`config.mk`:
```
export PLATFORM = sky130hd
export DESIGN_NAME = instr_fetch
export DESIGN_NICKNAME = d
export VERILOG_FILES = /design/src/rtl/fetch_pkg.sv /design/src/rtl/fetch_fifo.sv /design/src/rtl/instr_fetch.sv
export SDC_FILE = /design/constraint.sdc
export NUM_CORES = 1
export LEC_CHECK = 0
export ABC_AREA = 1
export CAP_MARGIN = 40
export CORE_MARGIN = 2
export CORE_UTILIZATION = 50
export DETAILED_ROUTE_END_ITERATION = 7
export GPL_ROUTABILITY_DRIVEN = 0
export PLACE_DENSITY_LB_ADDON = 0.15
export SYNTH_ARGS = -nofsm -noshare
export SYNTH_HDL_FRONTEND = slang
export SYNTH_HIERARCHICAL = 1
export SYNTH_SLANG_ARGS = --single-unit
```
`constraint.sdc`:
```
create_clock -name clk -period 2.4 [get_ports clk]
set_clock_uncertainty 0.1 [all_clocks]
set_input_delay 0.36 -clock clk [delete_from_list [all_inputs] [get_ports clk]]
set_output_delay 0.36 -clock clk [all_outputs]
set_load 0.1 [all_outputs]
```
`src/rtl/fetch_pkg.sv`:
```
// Shared types and constants for the instruction fetch unit.
package fetch_pkg;
    typedef enum logic {
        FETCH = 1'b0,
        FLUSH = 1'b1
    } fetch_state_e;

    localparam int INSTR_W = 32;
    localparam int PC_STEP = 4;
endpackage

```
`src/rtl/fetch_fifo.sv`:
```
// Prefetch FIFO holding {pc, word}; head is read straight from the storage flops.
module fetch_fifo #(
    parameter int DEPTH = 2,
    parameter int W     = 64
) (
    input  logic                         clk,
    input  logic                         rst,
    input  logic                         clear,
    input  logic                         push,
    input  logic [W-1:0]                 push_data,
    input  logic                         pop,
    output logic [$clog2(DEPTH+1)-1:0]   count,
    output logic                         head_valid,
    output logic [W-1:0]                 head_data
);
    localparam int CW = $clog2(DEPTH+1);
    localparam int PW = (DEPTH > 1) ? $clog2(DEPTH) : 1;

    logic [W-1:0]  mem_q [DEPTH];
    logic [W-1:0]  mem_d [DEPTH];
    logic [PW-1:0] wr_ptr_q, wr_ptr_d;
    logic [PW-1:0] rd_ptr_q, rd_ptr_d;
    logic [CW-1:0] count_q, count_d;
    logic          do_push, do_pop;

    function automatic logic [PW-1:0] ptr_inc(input logic [PW-1:0] p);
        return (p == PW'(DEPTH-1)) ? '0 : p + 1'b1;
    endfunction

    always_comb begin
        do_pop   = pop && (count_q != '0);
        // A push into a full FIFO is only accepted when the head leaves the same cycle.
        do_push  = push && ((count_q != CW'(DEPTH)) || do_pop);
        mem_d    = mem_q;
        wr_ptr_d = wr_ptr_q;
        rd_ptr_d = rd_ptr_q;
        count_d  = count_q;
        if (clear) begin
            wr_ptr_d = '0;
            rd_ptr_d = '0;
            count_d  = '0;
        end else begin
            if (do_push) begin
                mem_d[wr_ptr_q] = push_data;
                wr_ptr_d        = ptr_inc(wr_ptr_q);
            end
            if (do_pop) begin
                rd_ptr_d = ptr_inc(rd_ptr_q);
            end
            count_d = count_q + CW'(do_push) - CW'(do_pop);
        end
    end

    always_ff @(posedge clk) begin
        if (rst) begin
            mem_q    <= '{default: '0};
            wr_ptr_q <= '0;
            rd_ptr_q <= '0;
            count_q  <= '0;
        end else begin
            mem_q    <= mem_d;
            wr_ptr_q <= wr_ptr_d;
            rd_ptr_q <= rd_ptr_d;
            count_q  <= count_d;
        end
    end

    assign count      = count_q;
    assign head_valid = (count_q != '0);
    assign head_data  = (count_q != '0) ? mem_q[rd_ptr_q] : '0;
endmodule

```
`src/rtl/instr_fetch.sv`:
```
// Instruction fetch: PC sequencing, in-order imem requests, prefetch buffering
// and redirect flush with discard of in-flight responses.
module instr_fetch
    import fetch_pkg::*;
#(
    parameter int         N        = 32,
    parameter int         DEPTH    = 2,
    parameter logic [N-1:0] RESET_PC = '0
) (
    input  logic               clk,
    input  logic               rst,
    output logic               imem_req_valid,
    input  logic               imem_req_ready,
    output logic [N-1:0]       imem_addr,
    input  logic               imem_rsp_valid,
    input  logic [INSTR_W-1:0] imem_rsp_data,
    input  logic               redirect_valid,
    input  logic [N-1:0]       redirect_pc,
    output logic [INSTR_W-1:0] opcode,
    output logic [N-1:0]       opcode_pc,
    output logic               opcode_valid,
    input  logic               opcode_ready
);
    localparam int CW = $clog2(DEPTH+1);
    localparam int FW = N + INSTR_W;

    fetch_state_e  state_q, state_d;
    logic [N-1:0]  pc_q, pc_d;
    logic [N-1:0]  rsp_pc_q, rsp_pc_d;
    logic [CW-1:0] inflight_q, inflight_d;
    logic [CW-1:0] drop_q, drop_d;

    logic [CW-1:0] occ;
    logic [CW:0]   load;
    logic          accept, rsp_fire, keep, pop;
    logic [FW-1:0] head_data;

    // Request gating looks only at registered state so imem never sees a comb loop.
    assign load           = {1'b0, occ} + {1'b0, inflight_q};
    assign imem_req_valid = !rst && (state_q == FETCH) && (load < (CW+1)'(DEPTH));
    assign imem_addr      = pc_q;

    assign accept   = imem_req_valid && imem_req_ready;
    assign rsp_fire = imem_rsp_valid && (inflight_q != '0);
    assign keep     = rsp_fire && (drop_q == '0) && !redirect_valid;
    assign pop      = opcode_valid && opcode_ready && !redirect_valid;

    always_comb begin
        pc_d       = pc_q;
        rsp_pc_d   = rsp_pc_q;
        drop_d     = drop_q;
        state_d    = state_q;
        inflight_d = inflight_q + CW'(accept) - CW'(rsp_fire);
        if (accept) begin
            pc_d = pc_q + N'(PC_STEP);
        end
        if (rsp_fire && (drop_q != '0)) begin
            drop_d = drop_q - 1'b1;
        end
        if (keep) begin
            rsp_pc_d = rsp_pc_q + N'(PC_STEP);
        end
        if ((state_q == FLUSH) && (drop_d == '0)) begin
            state_d = FETCH;
        end
        // Everything still outstanding after this cycle belongs to the old stream.
        if (redirect_valid) begin
            pc_d     = redirect_pc;
            rsp_pc_d = redirect_pc;
            drop_d   = inflight_d;
            state_d  = (inflight_d != '0) ? FLUSH : FETCH;
        end
    end

    always_ff @(posedge clk) begin
        if (rst) begin
            state_q    <= FETCH;
            pc_q       <= RESET_PC;
            rsp_pc_q   <= RESET_PC;
            inflight_q <= '0;
            drop_q     <= '0;
        end else begin
            state_q    <= state_d;
            pc_q       <= pc_d;
            rsp_pc_q   <= rsp_pc_d;
            inflight_q <= inflight_d;
            drop_q     <= drop_d;
        end
    end

    fetch_fifo #(
        .DEPTH (DEPTH),
        .W     (FW)
    ) u_fifo (
        .clk        (clk),
        .rst        (rst),
        .clear      (redirect_valid),
        .push       (keep),
        .push_data  ({rsp_pc_q, imem_rsp_data}),
        .pop        (pop),
        .count      (occ),
        .head_valid (opcode_valid),
        .head_data  (head_data)
    );

    assign opcode_pc = head_data[FW-1:INSTR_W];
    assign opcode    = head_data[INSTR_W-1:0];
endmodule

```
==> summary.txt <==
Critical path
  – Worst R2R Setup Slack: 0.02 ns
  – Critical path launch point type: flip-flop
  – Worst-path fanout max: 2
  – CP max-delay cell: fa_1
  – R2R depth: 12
  – CP required: 1.94 ns
  – Crit-path cells: nand2_1, inv_1, fa_1, buf_4, nor4_4, buf_12
  – CP arrival: roughly 2.0 ns
  – Worst r2r src: inflight_q[0]
  – Reg2reg end: state_q
  – CP max stage delay: 0.42 ns
  – Crit path kind: reg -> out
  – Worst Setup End Kind: output pin

STA
  – Final worst slack: -0.0646 ns
  – Slew HR: 59.8%
  – Unrepaired setup endpoints after global routing: true
  – Final hold viol count: 0
  – Slew Limit Fails: 0
  – Setup TNS: -0.385 ns
  – Post-layout min period: about 2.5 ns
  – Peak Freq: 406 MHz
  – Slew @ Worst Pin: 0.603 ns
  – Hold_ws: 0.281 ns
  – Period utilisation layout: 103%
  – Final setup fails: 13

Finish
  – Ant diodes: 0
  – Net count, final: 2,164
  – Area delta synth->final: 34.6%
  – Number of fill cells: between 2k and 2.5k
  – Share of layout cells above drive strength 1: 16.4%
  – Utilization after layout: between 60% and 70%

Global routing
  – M1 GR Usage: 38.4%
  – Largest net degree at the start of global routing: 129
  – Vias in the first global route: roughly 11k
  – Met3 Track Usage GR: 3.27%
  – First-pass GRT wire length: 55.4 mm
  – Met2 global-route usage: 44.1%
  – Initial antenna violation count: 0
  – Global-route usage over all layers: 27.2%
  – GRT busiest layer: met2
  – GRT overflow: 0

Clocking
  – Clock slew at reported path FFs: 0.06 ns
  – Bufs on Longest Clock Path: 3
  – Sink Count: about 200
  – Clock latency on the worst-skew pair: 0.52 ns
  – CTS tree: yes
  – CTS Buf Count: 23
  – Hold_buf cts: 0
  – Clock root cell: clkbuf_16
  – Clock H-tree levels: 1

Detailed routing
  – Routed Antenna Nets: 0
  – Final wirelength: ~34 mm
  – Residual DRC: 0
  – DR iter-0 viols: 937
  – Via count: 12.4k
  – Pre-antenna DRT Iters: 5
  – WL per Instance: 14.2 um
  – Avg Vias per Cell: 5.14

Synth
  – Syn Std Cell Area: 0.0119 mm2
  – Synth Flop Type: dfxtp_1
  – Count leader, synth: nand2_1
  – Fraction of the yosys area taken by sequential cells: 33.8%
  – Top area cells in the synthesized netlist: dfxtp_1 34%, nand2_1 15%, inv_1 13%
  – Post-synth top area share: ~34%
  – Async SR Flop Fraction: 0%
  – Seq cells post-synth: 201
  – Yosys top cell by area: dfxtp_1
  – Avg Inst Size Synth: 6.10 um2
  – Yosys warning total: 6
  – Post-synth top cells: 474 x nand2_1, 418 x inv_1, 201 x dfxtp_1, 199 x nor2_1, 138 x nand4_1
  – Netlist cell types: 37
  – Syn Inst Count: slightly below 2k
  – Post-synth EDFFs: 0
  – Net count after synthesis: 2,028

Status
  – Violated checks: setup timing
  – Status: finished, violations left

Floorplanning
  – Die width: about 160 um
  – I/O pin count: between 150 and 200
  – Initial Util: 50.9%
  – Core footprint: 0.0234 mm2
  – Die Y: 158 um
  – Die area: 0.0251 mm2
  – Row count: 56

Min path
  – Worst Hold Path EP: u_fifo/rd_ptr_q
  – Hold Startpoint: redirect_valid
  – Cell count of the worst hold path: 4
  – Hold crit path type: in -> reg

Place
  – PortBufs: 167
  – Hpwl dp: roughly 22 mm

Power and ir drop
  – Clock group share of total power: 37.2%
  – Net Sw Power: 3.28 mW
  – Max VDD drop: around 0.53 mV
  – Switch share: about a third
  – Seq pwr share: 38.1%
  – Post-route total power: 9.98 mW
  – Leak: 6.86 nW
  – Cell-internal power: 6.70 mW
  – Comb pwr share: roughly 25%
  – Pwr Density: 623 mW/mm2

Job
  – Max-cap violation count: 0
[metal layers]
metal | wire (um) | part of all wire, %
met1 | 15400 | 45
met2 | 16000 | 46
met3 | 2350 | 6.8
met4 | 679 | 2.0
met5 | 0 | 0
[area by class of cell]
class,count,area [um2],area share (%)
inverters,422,1590,9.91
well taps,319,399,2.49
flip-flops and latches,201,4030,25.2
clock inverters,7,114,0.711
repair buffers,222,2980,18.6
multi-input cells,1216,6230,38.9
clock buffers,35,681,4.25
[worst max-delay path by stage]
stage                   startpoint               to  slack [ns]  depth (start not counted)
floorplan                drop_q[0]  u_fifo/count[1]       -0.09                         14
global placement    imem_rsp_valid  u_fifo/count[1]       -0.06                         10
detailed placement  imem_rsp_valid  u_fifo/count[1]       -0.11                         10
CTS                  inflight_q[0]   imem_req_valid       -0.09                          6
global route         inflight_q[0]          state_q       -0.15                         12
finish               inflight_q[0]   imem_req_valid       -0.06                          6
[through the flow]
| step | instance area [um2] | instances | setup WS, ns |
|---|---|---|---|
| 2_1_floorplan | 12200 | 1950 | -0.0934 |
| 3_3_place_gp | 14700 | 2361 | -0.0567 |
| 3_5_place_dp | 14700 | 2361 | -0.111 |
| 4_1_cts | 15900 | 2418 | -0.0866 |
| 5_1_grt | 16000 | 2422 | -0.153 |
| 6_report | 16000 | 2422 | -0.0646 |
[power by group through the flow]
stage	Combinational (mW)	Sequential, mW	Clock [mW]
final	2.46	3.80	3.71
after global routing	2.71	3.83	3.91
after CTS	2.40	3.78	3.76
after detailed placement	2.29	3.85	0
after global placement	2.26	3.84	0
after floorplan	1.37	4.08	0
[sequential cells by signal (all words and copies together), names as in the netlist]
name / cells
imem_addr: 32
u_fifo/count: 2
u_fifo/mem_q: 128
state_q: 1
rsp_pc_q: 32
drop_q: 2
inflight_q: 2
u_fifo/wr_ptr_q: 1
u_fifo/rd_ptr_q: 1
[cells in the final DEF (no fill, tap or decap), drive strengths merged]
master / count
nand2: 484
inv: 422
nor2: 226
dfxtp: 201
buf: 155
nand4: 138
a21oi: 129
o21ai: 107
nand3: 75
clkdlybuf4s50: 67
clkbuf: 35
a31oi: 15
xor2: 14
ha: 7
nor3: 5
clkinv: 4
and2: 3
o211ai: 3
bufinv: 3
or2: 2
nand3b: 2
nor4: 1
nor3b: 1
o22ai: 1
o221ai: 1
fa: 1
xnor2: 1
[cells by family after synthesis]
family | share of synthesized area, %
DFF | 33.8
and+or+nand+nor | 35.4
AOI/OAI and AO/OA | 11.0
xor gates and xnor gates | 1.10
adders and majority gates | 0.904
buffers and inverters | 17.8
[critical path, delay by kind of cell (launching register included)]
family	cells	cell delay [ns]
buffers and inverters	3	0.43
AND/OR/NAND/NOR	2	0.32
adder cells (fa/ha/maj)	1	0.42
flip-flops	1	0.33
[timing repair]
action | in CTS | in global routing
buffers inserted | 9 | 6
cloned | 7 | 0
endpoints found under the setup margin | 66 | 70
gates resized for setup | 59 | 47
pin swaps | 2 | 8
Note: power is estimated with default switching activity, not from simulation.
